<file path="config.mk">
export PLATFORM = sky130hd
export DESIGN_NAME = conv_sched
export DESIGN_NICKNAME = d
export VERILOG_FILES = /design/src/rtl/conv_pkg.sv /design/src/rtl/conv_issue_reg.sv /design/src/rtl/conv_sched.sv
export SDC_FILE = /design/constraint.sdc
export NUM_CORES = 1
export LEC_CHECK = 0
export ABC_AREA = 0
export CAP_MARGIN = 0
export CORE_ASPECT_RATIO = 2
export CORE_MARGIN = 8
export CORE_UTILIZATION = 44
export CTS_BUF_LIST = sky130_fd_sc_hd__clkbuf_4
export DETAILED_ROUTE_END_ITERATION = 6
export PLACE_DENSITY_LB_ADDON = 0.15
export RECOVER_POWER = 25
export SYNTH_ARGS = -nofsm -noshare
export SYNTH_HDL_FRONTEND = slang
export SYNTH_HIERARCHICAL = 1
export SYNTH_SLANG_ARGS = --single-unit
</file>
<file path="constraint.sdc">
create_clock -name clk -period 2.11 [get_ports clk]
set_clock_uncertainty 0.15 [all_clocks]
set_input_delay 0.422 -clock clk [delete_from_list [all_inputs] [get_ports clk]]
set_output_delay 0.422 -clock clk [all_outputs]
set_load 0.02 [all_outputs]
</file>
<file path="src/rtl/conv_pkg.sv">
// Shared convolution-engine types: scheduler state encoding, sizing helpers and the pixel tag.
package conv_pkg;

  typedef enum logic [1:0] {
    IDLE   = 2'd0,
    LOAD_K = 2'd1,
    STREAM = 2'd2,
    DRAIN  = 2'd3
  } sched_state_t;

  function automatic int sq(input int x);
    return x * x;
  endfunction

  // Bits needed to index 0..x-1, never less than one.
  function automatic int nbits(input int x);
    return (x <= 2) ? 1 : $clog2(x);
  endfunction

  localparam int PIX_I_DIM = 8;
  localparam int PIX_BITS  = nbits(PIX_I_DIM);

  typedef struct packed {
    logic [PIX_BITS-1:0] row;
    logic [PIX_BITS-1:0] col;
  } pix_user_t;

endpackage

</file>
<file path="src/rtl/conv_issue_reg.sv">
// One-entry valid/ready pipeline register carrying data, user tag and last flag.
module conv_issue_reg #(
  parameter int DW = 16,
  parameter int UW = 6
) (
  input  logic          clk,
  input  logic          rstn,
  input  logic          in_valid,
  output logic          in_ready,
  input  logic [DW-1:0] in_data,
  input  logic [UW-1:0] in_user,
  input  logic          in_last,
  output logic          out_valid,
  input  logic          out_ready,
  output logic [DW-1:0] out_data,
  output logic [UW-1:0] out_user,
  output logic          out_last
);

  logic          vld_p1;
  logic [DW-1:0] data_p1;
  logic [UW-1:0] user_p1;
  logic          last_p1;

  // Refill is allowed in the same cycle the held entry drains.
  assign in_ready = !vld_p1 || out_ready;

  // ---- stage p1: issue register ----
  always_ff @(posedge clk) begin
    if (!rstn) begin
      vld_p1  <= 1'b0;
      data_p1 <= '0;
      user_p1 <= '0;
      last_p1 <= 1'b0;
    end else if (in_valid && in_ready) begin
      vld_p1  <= 1'b1;
      data_p1 <= in_data;
      user_p1 <= in_user;
      last_p1 <= in_last;
    end else if (out_ready) begin
      vld_p1  <= 1'b0;
    end
  end

  assign out_valid = vld_p1;
  assign out_data  = data_p1;
  assign out_user  = user_p1;
  assign out_last  = last_p1;

endmodule

</file>
<file path="src/rtl/conv_sched.sv">
// conv_sched: loads the kernel bank, streams (row,col)-tagged pixels to the multipliers, waits for drain.
// Define CONV_SCHED_PERF_EN to add the perf_stall / perf_cycles saturating counters.
module conv_sched
  import conv_pkg::*;
#(
  parameter int K_DIM  = 3,
  parameter int I_DIM  = 8,
  parameter int M_BITS = 16,
  parameter int K_SIZE = sq(K_DIM),
  parameter int I_BITS = nbits(I_DIM),
  parameter int F_BITS = 8
) (
  input  logic                                   clk,
  input  logic                                   rstn,
  input  logic                                   cmd_valid,
  output logic                                   cmd_ready,
  input  logic [F_BITS-1:0]                      cmd_frames,
  input  logic                                   cmd_reuse_k,
  input  logic [M_BITS-1:0]                      k_data,
  input  logic                                   k_valid,
  output logic                                   k_ready,
  input  logic [M_BITS-1:0]                      img_data,
  input  logic                                   img_valid,
  output logic                                   img_ready,
  output logic [K_DIM-1:0][K_DIM-1:0][M_BITS-1:0] kern_out,
  output logic [M_BITS-1:0]                      iss_data,
  output logic [1:0][I_BITS-1:0]                 iss_user,
  output logic                                   iss_last,
  output logic                                   iss_valid,
  input  logic                                   iss_ready,
  input  logic                                   out_done,
  output logic                                   busy,
  output logic                                   done
`ifdef CONV_SCHED_PERF_EN
  ,
  output logic [31:0]                            perf_stall,
  output logic [31:0]                            perf_cycles
`endif
);

  localparam int KIDX_W = nbits(K_SIZE);

  sched_state_t       state, state_nxt;
  logic [KIDX_W-1:0]  kidx;
  logic [I_BITS-1:0]  row, col;
  logic [F_BITS-1:0]  frames_left;
  logic               reuse;
  logic               img_stop;
  logic               stream_ok;
  logic               ir_in_ready;
  logic               pix_last;

  assign pix_last  = (row == I_BITS'(I_DIM - 1)) && (col == I_BITS'(I_DIM - 1));
  assign img_ready = stream_ok && ir_in_ready;
  assign busy      = (state != IDLE);

  always_comb begin
    state_nxt = state;
    cmd_ready = 1'b0;
    k_ready   = 1'b0;
    stream_ok = 1'b0;
    case (state)
      IDLE: begin
        cmd_ready = 1'b1;
        if (cmd_valid) state_nxt = cmd_reuse_k ? STREAM : LOAD_K;
      end
      LOAD_K: begin
        k_ready = 1'b1;
        if (k_valid && kidx == KIDX_W'(K_SIZE - 1)) state_nxt = STREAM;
      end
      STREAM: begin
        stream_ok = !img_stop;
        if (iss_valid && iss_ready && iss_last) state_nxt = DRAIN;
      end
      DRAIN: begin
        if (out_done) begin
          if (frames_left == F_BITS'(1)) state_nxt = IDLE;
          else                           state_nxt = reuse ? STREAM : LOAD_K;
        end
      end
      default: state_nxt = IDLE;
    endcase
  end

  // ---- stage p0: sequencing, kernel bank and pixel coordinates ----
  always_ff @(posedge clk) begin
    if (!rstn) begin
      state       <= IDLE;
      kidx        <= '0;
      row         <= '0;
      col         <= '0;
      frames_left <= '0;
      reuse       <= 1'b0;
      img_stop    <= 1'b0;
      done        <= 1'b0;
      kern_out    <= '0;
    end else begin
      state <= state_nxt;
      done  <= 1'b0;
      if (cmd_valid && cmd_ready) begin
        frames_left <= (cmd_frames == '0) ? F_BITS'(1) : cmd_frames;
        reuse       <= cmd_reuse_k;
      end
      if (k_valid && k_ready) begin
        for (int i = 0; i < K_DIM; i++)
          for (int j = 0; j < K_DIM; j++)
            if (kidx == KIDX_W'(i * K_DIM + j)) kern_out[i][j] <= k_data;
        kidx <= (kidx == KIDX_W'(K_SIZE - 1)) ? '0 : kidx + KIDX_W'(1);
      end
      if (img_valid && img_ready) begin
        if (pix_last) begin
          row      <= '0;
          col      <= '0;
          img_stop <= 1'b1;
        end else if (col == I_BITS'(I_DIM - 1)) begin
          col <= '0;
          row <= row + I_BITS'(1);
        end else begin
          col <= col + I_BITS'(1);
        end
      end
      if (state == DRAIN) begin
        img_stop <= 1'b0;
        if (out_done) begin
          frames_left <= frames_left - F_BITS'(1);
          if (frames_left == F_BITS'(1)) done <= 1'b1;
        end
      end
    end
  end

  // ---- stage p1: issue register toward the multipliers ----
  conv_issue_reg #(
    .DW(M_BITS),
    .UW(2 * I_BITS)
  ) u_issue (
    .clk      (clk),
    .rstn     (rstn),
    .in_valid (stream_ok && img_valid),
    .in_ready (ir_in_ready),
    .in_data  (img_data),
    .in_user  ({row, col}),
    .in_last  (pix_last),
    .out_valid(iss_valid),
    .out_ready(iss_ready),
    .out_data (iss_data),
    .out_user (iss_user),
    .out_last (iss_last)
  );

`ifdef CONV_SCHED_PERF_EN
  always_ff @(posedge clk) begin
    if (!rstn || (cmd_valid && cmd_ready)) begin
      perf_stall  <= '0;
      perf_cycles <= '0;
    end else begin
      if (state != IDLE && perf_cycles != '1) perf_cycles <= perf_cycles + 32'd1;
      if (state == STREAM && iss_valid && !iss_ready && perf_stall != '1)
        perf_stall <= perf_stall + 32'd1;
    end
  end
`endif

endmodule

</file>
### After elaboration in Yosys (flattened, before gate mapping)

Cells that the tools add are included.

| word-level totals | value |
|---|---|
| bits in registers | 191 |
| logic and storage cells | 100 |

| operators by class | value |
|---|---|
| eq/ne operators | 18 |
| reductions and logical operators | 33 |
| bitwise logic cells | 1 |
| muxes and demuxes | 23 |
| $add $sub $neg | 4 |

Operators by type and width:

| kind | number |
|---|---|
| 2-to-1 mux 8 bit | 4 |
| AND reduction 2 bit | 11 |
| == test 4 x 3 -> 1 bit (second input constant) | 4 |
| 2-to-1 mux 2 bit | 7 |
| 2-to-1 mux 3 bit | 4 |
| logical AND 1 bit | 10 |
| == test 4 x 2 -> 1 bit (second input constant) | 2 |
| == test 8 x 1 -> 1 bit (second input constant) | 1 |
| logical NOT 8 bit | 1 |
| inequality test 2 bit (second input constant) | 4 |
| one-hot mux 2 bit (4 select lines) | 1 |
| subtractor 8 x 1 -> 8 bit (second input constant) | 1 |
| adder 3 x 1 -> 3 bit (second input constant) | 2 |
| == test 3 bit (second input constant) | 2 |
| 2-to-1 mux 1 bit | 6 |
| nonzero test 2 bit | 3 |
| adder 4 x 1 -> 4 bit (second input constant) | 1 |
| == test 2 bit (second input constant) | 2 |
| == test 4 x 1 -> 1 bit (second input constant) | 1 |
| == test 4 bit (second input constant) | 1 |
| logical NOT 4 bit | 1 |
| 2-to-1 mux 4 bit | 1 |
| AND reduction 4 bit | 1 |
| AND reduction 3 bit | 1 |
| 6 further kinds | 7 |

### Depth between registers and ports, before layout

| depth | value |
|---|---|
| word-level depth | 6 |
| gate-level depth with buffers | 8 |
| mapped depth without buffers | 6 |

### By module

Netlist, hierarchy kept.

Modules (own cells, without submodules):

| module | instances | cells each | sequential area each (sq um) | area each (sq um) |
|---|---|---|---|---|
| conv_sched | 1 | 736 | 3343.2 | 6356.1 |
| conv_issue_reg | 1 | 105 | 480.5 | 989.7 |

### Worst setup path after synthesis

No wires, ideal clock.

| timing path | value |
|---|---|
| path type | input-to-reg |
| start | input iss_ready |
| end | register row[1] |
| stages on the path | 6 |
| data required time | 1.890 ns |
| slack | 0.234 ns |
| library setup time | 0.070 ns |
| arrival | 1.656 ns |
| path buffers | 1 |
| cell sequence | nand2b_4 nor4bb_1 buf_2 nand3_1 or3b_1 a21oi_1 |

| on the way | value |
|---|---|
| cells in the longest elaborated chain, start to end | 4 |

Ends and longest elaborated chain:

| element | RTL line | text |
|---|---|---|
| start: declaration | conv_sched.sv:30 | `input logic iss_ready,` |
| logical OR 1 bit | conv_issue_reg.sv:26 | `assign in_ready = !vld_p1 \|\| out_ready;` |
| logical AND 1 bit | conv_sched.sv:54 | `assign img_ready = stream_ok && ir_in_ready;` |
| named net img_ready | conv_sched.sv:24 | `output logic img_ready,` |
| logical AND 1 bit | conv_sched.sv:110 | `if (img_valid && img_ready) begin` |
| AND reduction 2 bit (no line) | n/a |  |
| end signal: assignment | conv_sched.sv:117 | `row <= row + I_BITS'(1);` |
| end: declaration | conv_sched.sv:45 | `logic [I_BITS-1:0] row, col;` |

The timed path passes the listed nets, and every way through them passes these cells.
A chain may end at the register's enable or synchronous reset.

### Worst setup path in the final report

| timing path | value |
|---|---|
| start | input iss_ready |
| end | output img_ready |

| on the way | value |
|---|---|
| cells in the longest elaborated chain, start to end | 2 |

Ends and longest elaborated chain:

| element | RTL line | text |
|---|---|---|
| logical OR 1 bit | conv_issue_reg.sv:26 |  |
| named net ir_in_ready | conv_sched.sv:50 | `logic ir_in_ready;` |
| logical AND 1 bit | conv_sched.sv:54 |  |
| end: declaration | conv_sched.sv:24 |  |

The timed path passes the listed nets, and every way through them passes these cells.

==> impl_metrics.json <==
{
  "status": "complete, no violations",
  "synthSimpleGateAreaFrac_pct": 21.3,
  "min_delay_path_depth": 3,
  "via_per_inst": 5.03,
  "regArea_um2": 3830,
  "clockPowerShare_pct": 29.3,
  "cts_buffers": 17,
  "grt_pass1_wl_mm": 34.1,
  "dpl.hpwl_mm": 16.3,
  "synthesis.nets": 899,
  "cts_hold_buf": 0,
  "vias": 6497,
  "critPathRequiredTime_ns": 1.54,
  "fp.coreArea_um2": 16600,
  "endpoint_kind": "output pin",
  "cts-root-buf": "clkbuf_4",
  "sw_frac_of_total_pct": 27.4,
  "setup.worst_path.start_class": "input port",
  "cts.path.max_buffers": 2,
  "use_met2_pct": 34.6,
  "net-switching-power_mw": 1.67,
  "slew_headroom_pct": 65.9,
  "final_common_cell": "nand2_1",
  "post_cts_buffers": 0,
  "reg2reg_depth": 8,
  "p_seq_share_pct": 60.8,
  "ys_seq_area_share_pct": 52.1,
  "worstHoldPathType": "in -> reg",
  "pwr_density_cell_nw_per_um2": 609,
  "cts_tree": "done",
  "ys_ff_latch": 191,
  "grtUsageMet1_pct": 22.3,
  "syn_to_final_growth_pct": 35.9,
  "finalSetupViolations": 0,
  "mostFrequentLayoutCells": "309 x nand2_1, 187 x dfxtp_1, 169 x dlygate4sd2_1",
  "ioPinCount": 221,
  "groute.usage.overall_pct": 20.2,
  "power_frac_comb_pct": 9.9,
  "crit_path_max_fanout": 2,
  "synthFlopType": "dfxtp_1",
  "clk_latency_ns": 0.55,
  "start_util_pct": 44.3,
  "grt_max_degree": 98,
  "drtIter0Drc": 188,
  "hold_violations": 0,
  "fmax_ghz": 0.495,
  "grt_remaining_overflow": 0,
  "maxCapViolCount": 0,
  "design_area_um2": 9980,
  "antenna_found_initial": 1,
  "layout_min_cycle_time_ns": 2.02,
  "synth.distinct_cells": 48,
  "ir_drop_mv": 0.489,
  "muxShareOfSynthArea_pct": 11.9,
  "portBuffers": 220,
  "ant_nets": 0,
  "nets": 1129,
  "yosys.area_share.xor_xnor_pct": 0.358,
  "rsz0062_at_grt": "false",
  "synth_top_family_by_area": "simple AND/OR/NAND/NOR gates",
  "place_congestion": 0.843,
  "remaining_drc_errors": 0,
  "worst_ep_arrival_time_ns": 1.45,
  "syn_inst": 841,
  "period_share_pct": 95.7,
  "die_w_um": 107,
  "p_int_mw": 4.42,
  "yosysWarnings": 6,
  "grtUsageMet3_pct": 8.31,
  "cts.sinks": 191,
  "rows": 67,
  "drive_gt1_share_pct": 8.49,
  "postLayoutCoreUtil_pct": 60.1,
  "fillCellCount": 1560,
  "maxSlewViolCount": 0,
  "die_h_um": 199,
  "whs_ns": 0.101,
  "avgSynthCellArea_um2": 8.73,
  "synth_edf_count": 0,
  "synth-compound-area-share_pct": 8.74,
  "grt_pass1_vias": 6420,
  "multiInputGateArea_um2": 3230,
  "syn_area_um2": 7350,
  "worstMarginPinSlew_ns": 0.512,
  "synth_fa_ha_area_share_pct": 1.70,
  "place_area_um2": 10000,
  "power_leakage_nw": 4.79,
  "path_class": "in -> out",
  "synthArstFlopShare_pct": 0,
  "routed_wl_mm": 21.8,
  "htreeDepth": 4,
  "wl_per_cell_um": 16.8,
  "drt_pass1_iterations": 5,
  "busiest_layer": "met2",
  "path_clk_slew_ns": 0.14,
  "die-area_um2": 21300
}
-- synthesized netlist by cell type (all sizes together) (3+ instances only) --
library cell | count | area, µm²
nand3 | 10 | 50.1
or3 | 7 | 55.1
a21oi | 97 | 485
nor4 | 3 | 18.8
and3 | 5 | 31.3
buf | 24 | 154
mux2i | 87 | 871
ha | 10 | 125
o21ai | 8 | 40.0
o311ai | 3 | 26.3
a31oi | 3 | 18.8
inv | 7 | 26.3
a211oi | 4 | 30.0
clkbuf | 31 | 116
dfxtp | 191 | 3820
nand2 | 311 | 1180
nor2 | 12 | 45.0
-- sequential cells by signal, summed over array words and instances, names as in the netlist, 2 cells and up --
signal	count
row	3
u_issue/out_data	16
u_issue/out_user	6
state	2
kidx	4
kern_out	144
frames_left	8
col	3
-- path summary, 6_finish.rpt --
check / startpoint / endpoint / slack [ns]
hold reg to reg: kern_out[132] / kern_out[132] / 0.31
setup / recovery: iss_ready / img_ready / 0.09
hold / removal: rstn / frames_left[4] / 0.10
setup reg to reg: state[1] / kern_out[11] / 0.13
-- power groups by stage --
stage / Clock (mW) / Combinational [mW] / Sequential, mW
final: 1.78 / 0.603 / 3.70
after global routing: 1.99 / 0.651 / 3.71
after CTS: 1.85 / 0.627 / 3.70
after detailed placement: 0 / 0.646 / 3.78
after global placement: 0 / 0.637 / 3.77
after floorplan: 0 / 0.291 / 3.80
-- metrics by stage --
stage	setup WS [ns]	power, mW	setup TNS (ns)	instances
2_1_floorplan	0.234	4.10	0	841
3_3_place_gp	-0.542	4.41	-2.05	1259
3_5_place_dp	-0.541	4.42	-4.30	1259
4_1_cts	0.0144	6.18	0	1291
5_1_grt	0.00328	6.35	0	1292
6_report	0.0911	6.08	0	1292
-- cell type report --
cell class,instances,share of cell area (%)
well taps,207,2.59
clock inverters,14,1.07
flip-flops and latches,191,38.4
repair buffers,266,24.0
multi-input cells,588,32.4
inverters,7,0.263
clock buffers,18,1.35
diodes,1,0.0251
-- worst max-delay path, cell delays in order --
cell             delay [ns]
clkdlybuf4s50_1        0.47
nand2b_4               0.13
nor4bb_4               0.22
buf_4                  0.20
-- metal layers --
| metal | part of all wire, % | vias to the layer above |
|---|---|---|
| li1 | - | 3256 |
| met4 | 0.89 | 0 |
| met3 | 10 | 11 |
| met1 | 39 | 3055 |
| met2 | 50 | 175 |
| met5 | 0 | - |
-- repair_timing --
item | 4_1_cts | 5_1_grt
resized for setup | 191 | 4
pin swaps | 0 | 1
setup endpoints to repair | 173 | 3
hold endpoints to repair | 0 | 0
-- cells by family after synthesis --
group                      after synthesis
DFF                                    191
buffers and inverters                   62
AOI/OAI and AO/OA                      120
muxes                                   87
and+or+nand+nor                        368
xor gates and xnor gates                 3
adders and majority gates               10
(Power assumes the default switching activity.)
